$ cat config.mk
export PLATFORM = sky130hd
export DESIGN_NAME = mem_stage_lsu_flat
export DESIGN_NICKNAME = d
export VERILOG_FILES = /design/src/rtl/mem_stage_lsu_if.sv /design/src/rtl/mem_stage_lsu.sv /design/src/flat_wrapper.sv
export SDC_FILE = /design/constraint.sdc
export NUM_CORES = 1
export LEC_CHECK = 0
export BUFFER_PORTS_ARGS = -buffer_cell sky130_fd_sc_hd__buf_2
export CORE_MARGIN = 4
export CORE_UTILIZATION = 25
export DETAILED_ROUTE_END_ITERATION = 10
export PLACE_DENSITY = 0.58
export SKIP_LAST_GASP = 1
export SYNTH_ARGS = -nofsm -noshare
export SYNTH_HDL_FRONTEND = slang
export SYNTH_SLANG_ARGS = --single-unit
$ cat constraint.sdc
create_clock -name clk -period 3.1 [get_ports clk]
set_input_delay 0.465 -clock clk [delete_from_list [all_inputs] [get_ports clk]]
set_output_delay 0.465 -clock clk [all_outputs]
set_load 0.01 [all_outputs]
$ cat src/rtl/mem_stage_lsu_if.sv
// Data-memory port between the M-stage load/store unit (master) and memory (slave).
// The master holds req with stable addr/we/be/wdata until gnt; read data returns on rvalid.
interface mem_stage_lsu_if;
  logic        req;
  logic        we;
  logic [31:0] addr;
  logic [3:0]  be;
  logic [31:0] wdata;
  logic        gnt;
  logic        rvalid;
  logic [31:0] rdata;

  modport master (
    output req, we, addr, be, wdata,
    input  gnt, rvalid, rdata
  );

  modport slave (
    input  req, we, addr, be, wdata,
    output gnt, rvalid, rdata
  );
endinterface

$ cat src/rtl/mem_stage_lsu.sv
// M-stage load/store unit: turns an execute-stage memory op into one req/gnt/rvalid access,
// stalls the pipeline until it completes, and returns byte/half/word load data extended to 32 bits.
module mem_stage_lsu #(
  parameter int TIMEOUT_CYCLES = 255
) (
  input  logic                   clk,
  input  logic                   reset,
  input  logic                   ValidX,
  input  logic                   MemWriteX,
  input  logic                   MemReadX,
  input  logic [2:0]             Funct3X,
  input  logic [31:0]            ALUResultX,
  input  logic [31:0]            RD2X,
  output logic                   StallM,
  output logic [31:0]            ReadDataM,
  output logic                   LoadValidM,
  output logic                   MisalignM,
  output logic                   TimeoutM,
  mem_stage_lsu_if.master        mem
);

  localparam int CNT_W = (TIMEOUT_CYCLES > 1) ? $clog2(TIMEOUT_CYCLES) : 1;

  typedef enum logic [1:0] {IDLE, REQ, RESP} state_t;

  state_t             state;
  logic               load_p1;
  logic [1:0]         off_p1;
  logic [2:0]         f3_p1;
  logic [CNT_W-1:0]   cnt;

  logic               start;
  logic               legal;
  logic               expired;

  function automatic logic access_legal(input logic rd, input logic wr,
                                        input logic [2:0] f3, input logic [1:0] off);
    logic ok;
    ok = !(rd && wr);
    case (f3)
      3'b000, 3'b100: ok = ok;
      3'b001, 3'b101: if (off[0]) ok = 1'b0;
      3'b010:         if (off != 2'b00) ok = 1'b0;
      default:        ok = 1'b0;
    endcase
    return ok;
  endfunction

  function automatic logic [3:0] store_be(input logic [1:0] size, input logic [1:0] off);
    logic [3:0] be;
    case (size)
      2'b00:   be = 4'b0001 << off;
      2'b01:   be = off[1] ? 4'b1100 : 4'b0011;
      default: be = 4'b1111;
    endcase
    return be;
  endfunction

  function automatic logic [31:0] store_wdata(input logic [1:0] size, input logic [31:0] d);
    logic [31:0] w;
    case (size)
      2'b00:   w = {4{d[7:0]}};
      2'b01:   w = {2{d[15:0]}};
      default: w = d;
    endcase
    return w;
  endfunction

  // Lane select by byte offset, then sign- or zero-extend on funct3[2].
  function automatic logic [31:0] load_extend(input logic [31:0] rdata, input logic [1:0] off,
                                              input logic [2:0] f3);
    logic signed [7:0]  b;
    logic signed [15:0] h;
    logic [31:0]        r;
    b = rdata[{off, 3'b000} +: 8];
    h = off[1] ? rdata[31:16] : rdata[15:0];
    case (f3)
      3'b000:  r = 32'($signed(b));
      3'b100:  r = {24'b0, b};
      3'b001:  r = 32'($signed(h));
      3'b101:  r = {16'b0, h};
      default: r = rdata;
    endcase
    return r;
  endfunction

  assign start   = (state == IDLE) && ValidX && (MemReadX || MemWriteX);
  assign legal   = access_legal(MemReadX, MemWriteX, Funct3X, ALUResultX[1:0]);
  assign expired = (TIMEOUT_CYCLES != 0) && (cnt == CNT_W'(TIMEOUT_CYCLES - 1));
  assign StallM  = (start && legal) || (state != IDLE);

  always_ff @(posedge clk) begin
    if (!reset) begin
      state      <= IDLE;
      mem.req    <= 1'b0;
      mem.we     <= 1'b0;
      mem.be     <= 4'b0;
      mem.addr   <= 32'b0;
      mem.wdata  <= 32'b0;
      ReadDataM  <= 32'b0;
      LoadValidM <= 1'b0;
      MisalignM  <= 1'b0;
      TimeoutM   <= 1'b0;
      cnt        <= '0;
      load_p1    <= 1'b0;
      off_p1     <= 2'b0;
      f3_p1      <= 3'b0;
    end else begin
      LoadValidM <= 1'b0;
      MisalignM  <= 1'b0;
      TimeoutM   <= 1'b0;
      case (state)
        IDLE: begin
          if (start && !legal) begin
            MisalignM <= 1'b1;
          end else if (start) begin
            // X -> M boundary: the access is captured here; X inputs are ignored until IDLE again.
            state     <= REQ;
            mem.req   <= 1'b1;
            mem.we    <= MemWriteX;
            mem.addr  <= {ALUResultX[31:2], 2'b00};
            mem.be    <= MemWriteX ? store_be(Funct3X[1:0], ALUResultX[1:0]) : 4'b1111;
            mem.wdata <= store_wdata(Funct3X[1:0], RD2X);
            cnt       <= '0;
            load_p1   <= MemReadX;
            off_p1    <= ALUResultX[1:0];
            f3_p1     <= Funct3X;
          end
        end
        REQ: begin
          if (mem.gnt && (!load_p1 || mem.rvalid)) begin
            state   <= IDLE;
            mem.req <= 1'b0;
            if (load_p1) begin
              ReadDataM  <= load_extend(mem.rdata, off_p1, f3_p1);
              LoadValidM <= 1'b1;
            end
          end else if (expired) begin
            state    <= IDLE;
            mem.req  <= 1'b0;
            TimeoutM <= 1'b1;
          end else begin
            cnt <= cnt + CNT_W'(1);
            if (mem.gnt) begin
              state   <= RESP;
              mem.req <= 1'b0;
            end
          end
        end
        RESP: begin
          if (mem.rvalid) begin
            state      <= IDLE;
            ReadDataM  <= load_extend(mem.rdata, off_p1, f3_p1);
            LoadValidM <= 1'b1;
          end else if (expired) begin
            state    <= IDLE;
            TimeoutM <= 1'b1;
          end else begin
            cnt <= cnt + CNT_W'(1);
          end
        end
        default: begin
          state   <= IDLE;
          mem.req <= 1'b0;
        end
      endcase
    end
  end

endmodule
$ cat src/flat_wrapper.sv
// flat-port wrapper written by rule: the top's interface ports become plain ports
module mem_stage_lsu_flat 
#(
  parameter int TIMEOUT_CYCLES = 255
)
  (clk, reset, ValidX, MemWriteX, MemReadX, Funct3X, ALUResultX, RD2X, StallM, ReadDataM, LoadValidM, MisalignM, TimeoutM, mem_req, mem_we, mem_addr, mem_be, mem_wdata, mem_gnt, mem_rvalid, mem_rdata);
  mem_stage_lsu_if mem_i ();
  input  logic clk;
  input  logic reset;
  input  logic ValidX;
  input  logic MemWriteX;
  input  logic MemReadX;
  input  logic [2:0] Funct3X;
  input  logic [31:0] ALUResultX;
  input  logic [31:0] RD2X;
  output logic StallM;
  output logic [31:0] ReadDataM;
  output logic LoadValidM;
  output logic MisalignM;
  output logic TimeoutM;
  output wire logic [$bits(mem_i.req)-1:0] mem_req;
  output wire logic [$bits(mem_i.we)-1:0] mem_we;
  output wire logic [$bits(mem_i.addr)-1:0] mem_addr;
  output wire logic [$bits(mem_i.be)-1:0] mem_be;
  output wire logic [$bits(mem_i.wdata)-1:0] mem_wdata;
  input wire logic [$bits(mem_i.gnt)-1:0] mem_gnt;
  input wire logic [$bits(mem_i.rvalid)-1:0] mem_rvalid;
  input wire logic [$bits(mem_i.rdata)-1:0] mem_rdata;
  assign mem_req = mem_i.req;
  assign mem_we = mem_i.we;
  assign mem_addr = mem_i.addr;
  assign mem_be = mem_i.be;
  assign mem_wdata = mem_i.wdata;
  assign mem_i.gnt = mem_gnt;
  assign mem_i.rvalid = mem_rvalid;
  assign mem_i.rdata = mem_rdata;
  mem_stage_lsu #(.TIMEOUT_CYCLES(TIMEOUT_CYCLES)) u_core (.clk(clk), .reset(reset), .ValidX(ValidX), .MemWriteX(MemWriteX), .MemReadX(MemReadX), .Funct3X(Funct3X), .ALUResultX(ALUResultX), .RD2X(RD2X), .StallM(StallM), .ReadDataM(ReadDataM), .LoadValidM(LoadValidM), .MisalignM(MisalignM), .TimeoutM(TimeoutM), .mem(mem_i));
endmodule
=== Word-level counts from Yosys, hierarchy flattened ===
Index checks and enable logic that the tools add are counted.

* Add/subtract/negate cells: 1
* Eq/ne operators: 20
* Shifts and indexed selects: 2
* Mux-type cells: 42
* Bitwise operators: 2
* Reduce and logical (&&, ||, !) cells: 28

{| class="wikitable"
|+ Operators by type and width
! cell !! number
|-
| 32-bit case mux with 2 select lines || 2
|-
| 32-bit case mux with 4 select lines || 1
|-
| 32-bit two-way mux || 3
|-
| 8-bit two-way mux || 5
|-
| 32-bit by 6-bit variable part select with 8-bit output || 1
|-
| 8-bit case mux with 3 select lines || 1
|-
| 16-bit two-way mux || 1
|-
| 1-bit two-way mux || 14
|-
| 2-bit two-way mux || 7
|-
| 3-bit equality test, second input constant || 4
|-
| 4-bit AND reduction || 3
|-
| 8-bit by 1-bit adder with 8-bit output, second input constant || 1
|-
| 8-bit equality test, second input constant || 1
|-
| 4-bit two-way mux || 2
|-
| 2-bit != test, second input constant || 4
|-
| 4-bit case mux with 2 select lines || 1
|-
| 3-bit by 1-bit equality test with 1-bit output, second input constant || 2
|-
| 1-bit logical AND || 6
|-
| 3-bit zero test || 2
|-
| 2-bit by 1-bit != test with 1-bit output, second input constant || 3
|-
| 1-bit case mux with 3 select lines || 2
|-
| 2-bit case mux with 3 select lines || 1
|-
| 2-bit nonzero test || 3
|-
| 5-bit AND reduction || 1
|-
| 15 further kinds || 24
|}

* Bits in registers: 119
* Bits of input ports: 106
* Output and inout port bits: 106

=== Longest topological paths before layout ===
Gate-level depths: netlist (run 1).

* Depth after elaboration: 8
* Mapped depth: 9

=== Least setup slack after synthesis (run 1) ===
No wires, ideal clock.

* Path type: input port to output port
* Start point: input port Funct3X[1]
* End point: output port StallM
* Arrival: 1.697 ns
* Data required time: 2.635 ns
* Setup slack: 0.938 ns
* Stages: 6
* Buffers on the path: 3
* Cell sequence: clkbuf_1 > a21oi_1 > o2111ai_1 > clkbuf_1 > clkbuf_1 > nand2_1

* Longest elaborated chain between the ends: 5
* Elaborated cells between the ends (all ways): 10
* Classes of those cells: eq/ne: 4; mux: 1; reduce/logical: 5

{| class="wikitable"
|+ RTL lines
! element !! RTL line !! source
|-
| start, declared || flat_wrapper.sv:13 || <nowiki>input logic [2:0] Funct3X;</nowiki>
|-
| 3-bit by 1-bit equality test with 1-bit output (tied with other cells) || mem_stage_lsu.sv:40 || <nowiki>case (f3)</nowiki>
|-
| 2-bit OR reduction || mem_stage_lsu.sv:40 ||
|-
| 1-bit case mux with 3 select lines * || mem_stage_lsu.sv:40 ||
|-
| 1-bit logical AND * || mem_stage_lsu.sv:90 || <nowiki>assign StallM = (start && legal) || (state != IDLE);</nowiki>
|-
| 1-bit logical OR * || mem_stage_lsu.sv:90 ||
|-
| end, declared || flat_wrapper.sv:16 || <nowiki>output logic StallM;</nowiki>
|}

Mark *: on every way between the ends. The rest lies on a longest branch, timed or not.

=== Final worst setup path (run 1) ===
* Start point: register u_core.state[0]
* End point: output port StallM

* Longest elaborated chain between the ends: 5
* Elaborated cells between the ends (all ways): 6
* Classes of those cells: reduce/logical: 6

{| class="wikitable"
|+ RTL lines
! element !! RTL line !! source
|-
| start, declared || mem_stage_lsu.sv:26 || <nowiki>state_t state;</nowiki>
|-
| start signal, assigned || mem_stage_lsu.sv:94 || <nowiki>state <= IDLE;</nowiki>
|-
| start signal, assigned || mem_stage_lsu.sv:118 || <nowiki>state <= REQ;</nowiki>
|-
| start signal, assigned || mem_stage_lsu.sv:132 || <nowiki>state <= IDLE;</nowiki>
|-
| 2-bit zero test || mem_stage_lsu.sv:87 || <nowiki>assign start = (state == IDLE) && ValidX && (MemReadX || MemWriteX);</nowiki>
|-
| 1-bit logical AND (2 in a row) || mem_stage_lsu.sv:87 ||
|-
| 1-bit logical AND || mem_stage_lsu.sv:90 ||
|-
| 1-bit logical OR * || mem_stage_lsu.sv:90 ||
|}

Marked as above.

==> flow_summary.ini, run 1 <==
[status]
outcome = finished clean

[global_route]
first_global_vias = 5141
grt_max_degree = 79
grt_pass1_wl_um = 28300
grt-ovfl-total = 0
antenna_found_initial = 8
grt_usage_pct = 14.6

[detailed_routing]
drc_errors = 0
vias = 5404
drtIter0Drc = 265
ant_nets = 0
vias_per_cell = 4.62
routed_wl_um = 18200
dr.pass1.iters = 4
routedWlPerCell_um = 15.6

[die]
row_count = 54
die_h_um = 157
coreArea_sq_um = 21800
initial_core_util_pct = 25.4
ioPinCount = 212
dieArea_sq_um = 24500
die_w_um = 157

[yosys]
synth_edf_count = 0
syn_area_sq_um = 5520
yosysWarnings = 0
ys_types = 50
seq_area_frac_synth_pct = 43.2
ys_ff_latch = 119
ys.flop_type = dfxtp_1
syn_inst = 682
synth.avg_cell_area_sq_um = 8.09
synth-async-reset-ratio_pct = 0

[sta]
worst_pin_slew_ps = 703
timing.final.ws_setup_ps = 347
layout_worst_path_cycle_share_pct = 88.8
min_period_ps = 2750
rsz0062_at_grt = false
slew_headroom_pct = 53.1
fmax_mhz = 363
setup_violations = 0
maxSlewViolCount = 0
timing.hold.ws_ps = 299
fin_setup_tns_ps = 0
final_hold_viol_count = 0
finClkSkew_ps = 5.58

[worst_setup_path]
cp-end-kind = output port
critical_path_class = reg -> out
startpoint = u_core.state[0]$_SDFFE_PN0P_
cpPeakStageDelay_ps = 610
path_common_cell = buf_4
critPathRequiredTime_ps = 2630
crit_chain = inv_1, ha_1, buf_4, o2111ai_4, buf_4, nand2_1, buf_2
arrival_ps = 2290
crit_family = buffers and inverters
cp-start-kind = register
r2r_start = u_core.state[0]$_SDFFE_PN0P_
cp_slowest_cell = buf_4
path_max_fanout = 64
cp.buffers_inverters = 4

[clocking]
clock-sinks = 119
root_buffer = clkbuf_16
insertion_delay_ps = 410
postCtsSetupBuffers = 0
cts_resized = 0
clkSlewWorstSetupHoldPaths_ps = 60
clockBufferDepth = 2
htreeDepth = 4
ctsHoldBuffers = 0
cts_tree = yes
cts_inserted_buffers = 17

[power]
irDropWorstVdd_mv = 0.361
p_per_area_nw_per_um2 = 611
leakage_uw = 0.00347

[hold_path]
min-delay-start = ALUResultX[12]
min-delay-path-class = in -> reg

[layout]
drive_gt1_share_pct = 30.7
final_common_cell = buf_2
nNetsFinal = 983
final_cell_area_sq_um = 7480
fin_cells = 1170
area_growth_pct = 35.5
final_cell_mix = buf_2 (208), nand2_1 (181), dfxtp_1 (119)

[placed_design]
dpl.cell_count = 1131
dp_hpwl_um = 13300
port_buffers = 209
gp_congestion = 0.872
pre_cts_ws_ps = 608
placed_area_sq_um = 6850

[run]
drv_cap = 0
report_power, final:
group | leakage, uW | total, uW | switching, uW | internal [uW]
clock network | 0.000294 | 2030 | 739 | 1290
registers | 0.000967 | 1730 | 66.1 | 1660
logic | 0.00221 | 807 | 489 | 318
total | 0.00347 | 4570 | 1290 | 3270
layout make-up:
class | count | area [sq um]
Fill cell | 2324 | 14300
Multi-Input combinational cell | 498 | 2900
Sequential cell | 119 | 2380
Timing Repair Buffer | 224 | 1170
Clock buffer | 19 | 443
Tap cell | 280 | 350
Clock inverter | 13 | 171
Inverter | 10 | 37.5
Antenna cell | 7 | 17.5
logic make-up (layout without fill, tap and decap cells):
family,after synthesis,in the layout,synth area share (%)
simple gates,269,269,20.7
compound gates,191,191,24.1
xor+xnor,1,1,0.159
mux,27,27,5.30
flops,119,119,43.2
fa+ha+maj,8,8,1.77
other cells,1,9,0.0679
buf+inv,66,266,4.78
flip-flops by register name, summed over array words and instances (netlist names):
signal             count
u_core.ReadDataM      32
u_core.mem.wdata      32
u_core.mem.addr       30
u_core.cnt             8
u_core.mem.be          4
u_core.f3_p1           3
u_core.off_p1          2
u_core.state           2
u_core.LoadValidM      1
u_core.MisalignM       1
u_core.TimeoutM        1
u_core.load_p1         1
u_core.mem.req         1
u_core.mem.we          1
synthesized netlist by cell type (all sizes together) (2+ instances only):
master	number	share of area [%]
inv	10	0.68
buf	8	0.84
o221ai	4	0.63
and2	8	0.91
nand4	2	0.23
a22oi	2	0.27
and4	2	0.32
nand2	181	12
nand2b	4	0.45
o21a	2	0.27
o22ai	3	0.34
clkbuf	48	3.3
o2111ai	11	1.7
mux2	8	1.6
a21boi	52	7.1
o211a	20	3.6
nor2b	4	0.45
dfxtp	119	43
and3	3	0.34
o21ai	44	4.0
mux2i	18	3.3
nand3b	4	0.54
nand3	25	2.3
o211ai	4	0.54
ha	7	1.6
a21oi	36	3.3
a32oi	3	0.48
nor2	31	2.1
o32ai	2	0.59
worst paths after layout:
check	endpoint	slack, ps	depth (start not counted)
min	u_core.mem.addr[12]$_SDFFE_PN0P_	300	3
max reg2reg	u_core.cnt[7]$_SDFFE_PN0P_	740	7
min reg2reg	u_core.ReadDataM[10]$_SDFFE_PN0P_	450	2
max	StallM	350	7
through the flow:
stage	utilization, %	total power (uW)
floorplan	-	2210
global placement	31.5	2560
detailed placement	31.5	2570
CTS	34.3	4650
global route	34.4	4820
finish	34.4	4570
layer usage:
layer / wire length [um] / share of wire, % / track usage (%) / up-vias
met5: 14 / 0.077 / 0 / -
met4: 601 / 3.3 / 6.57 / 4
met3: 1060 / 5.8 / 4.65 / 35
met2: 8520 / 47 / 22.8 / 148
met1: 8000 / 44 / 18.4 / 2476
li1: - / - / - / 2741
worst reg2reg max path, cell delays in order (launching register included):
cell	delay, ps
dfxtp_1	380
inv_1	100
ha_1	280
a21oi_1	140
o221ai_1	180
a221o_1	430
or2_0	430
o32ai_2	320
Power figures use the tool's default switching activity.
==> run 2, diff against run 1 <==
Settings changed: CELL_PAD_IN_SITES_DETAIL_PLACEMENT from default to 0, CELL_PAD_IN_SITES_GLOBAL_PLACEMENT from default to 1, PLACE_DENSITY 0.58 to 0.73.
==> run 2 against run 1 <==
Against the previous run: critical path depth down 1; power up 0.42%; fmax is 4.0% higher; highest routed layer is now met4; combinational power rose by 1%; first-iteration DRC count rose by 17%; global-route usage up 0.51 points; sequential share of layout area hardly changed; clock-buffer cell count stayed put; largest power group unchanged; critical path type unchanged; hold slack worse by 8.0 ps.
==> flow_summary.ini, run 2 (synthesis gave the netlist of run 1 again) <==
[die]
die_h_um = 157
die_w_um = 157
ioPinCount = 212
dieArea_sq_um = 24500
coreArea_sq_um = 21800
row_count = 54
initial_core_util_pct = 25.4

[power]
power_uw = 4590
netSwitchingFraction_pct = 28.5
comb_power_share_pct = 17.8
leakage_uw = 0.00347
p_per_area_nw_per_um2 = 614
irDropWorstVdd_mv = 0.357
pwr-share-clk_pct = 44.5
p_int_uw = 3280
pwr-share-seq_pct = 37.7
p_switching_uw = 1310

[sta]
fmax_mhz = 378
slew_headroom_pct = 52.3
rsz0062_at_grt = false
maxSlewViolCount = 0
final_hold_viol_count = 0
timing.hold.ws_ps = 291
finClkSkew_ps = 8.75
fin_setup_tns_ps = 0
layout_worst_path_cycle_share_pct = 85.4
worst_pin_slew_ps = 716
setup_violations = 0
min_period_ps = 2650

[global_route]
grt_usage_pct = 15.1
first_global_vias = 5216
grt_max_degree = 65
grt-ovfl-total = 0
grt_pass1_wl_um = 29100
antenna_found_initial = 1

[clocking]
ctsHoldBuffers = 0
postCtsSetupBuffers = 0
cts_resized = 0
insertion_delay_ps = 420
htreeDepth = 4
clockBufferDepth = 2
clkSlewWorstSetupHoldPaths_ps = 60
cts_inserted_buffers = 17
root_buffer = clkbuf_16
cts_tree = yes
clock-sinks = 119

[detailed_routing]
drtIter0Drc = 309
ant_nets = 0
routedWlPerCell_um = 16.1
dr.pass1.iters = 5
drc_errors = 0
vias = 5447
vias_per_cell = 4.68
routed_wl_um = 18700

[worst_setup_path]
critical_path_class = reg -> out
critPathRequiredTime_ps = 2630
path_max_fanout = 64
cp-end-kind = output port
arrival_ps = 2180
cp-start-kind = register

[placed_design]
gp_congestion = 0.859
dp_hpwl_um = 13600
dpl.cell_count = 1130
port_buffers = 209

[run]
drv_cap = 0

[layout]
fin_cells = 1163
final_cell_mix = buf_2 (208), nand2_1 (181), dfxtp_1 (119)
largestRegisters = u_core.ReadDataM: 32 flops, u_core.mem.wdata: 32 flops, u_core.mem.addr: 30 flops
fin_util_pct = 34.3
drive_gt1_share_pct = 30.6
nNetsFinal = 982
final_common_cell = buf_2
area_growth_pct = 35.3

[hold_path]
min-delay-path-class = in -> reg

[status]
outcome = finished clean
-- run 2: cell type report --
class / count / area (sq um)
sequential: 119 / 2380
multi-input combinational: 498 / 2900
tap: 280 / 350
fill: 2333 / 14300
timing repair buffer: 223 / 1180
clock inverter: 13 / 173
antenna: 1 / 2.50
clock buffer: 19 / 443
inverter: 10 / 37.5
-- run 2: final timing paths --
check / start / endpoint / slack, ps / cells past startpoint
max: u_core.state[0]$_SDFFE_PN0P_ / StallM / 450 / 6
min: ALUResultX[16] / u_core.mem.addr[16]$_SDFFE_PN0P_ / 290 / 3
max reg2reg: u_core.state[0]$_SDFFE_PN0P_ / u_core.cnt[6]$_SDFFE_PN0P_ / 840 / 7
min reg2reg: u_core.ReadDataM[15]$_SDFFE_PN0P_ / u_core.ReadDataM[15]$_SDFFE_PN0P_ / 450 / 2
-- run 2: through the flow --
step                      setup slack, ps  cell area [sq um]
after floorplan                       938               5520
after global placement                665               6850
after global routing                  244               7470
after CTS                             413               7470
after detailed placement              647               6850
final                                 452               7470
-- run 2: per-layer routing --
layer  global-route usage [%]  vias up  share of wire [%]
met1                     20.2     2530                 45
met4                     5.12        0                1.8
li1                         -     2735                  -
met3                     4.15       18                5.9
met2                     23.5      164                 47
met5                        0        -                  0
-- run 2: critical path, cell delays in order (launching register included) --
cell	delay (ps)
dfxtp_1	380
inv_1	100
ha_1	290
o2111ai_4	110
buf_4	600
nand2_1	110
buf_2	160
-- run 2: power groups by stage --
stage	Sequential (uW)	Combinational [uW]	Clock [uW]
floorplan	1810	402	0
global placement	1750	820	0
detailed placement	1760	822	0
CTS	1730	823	2110
global route	1740	907	2170
finish	1730	817	2040
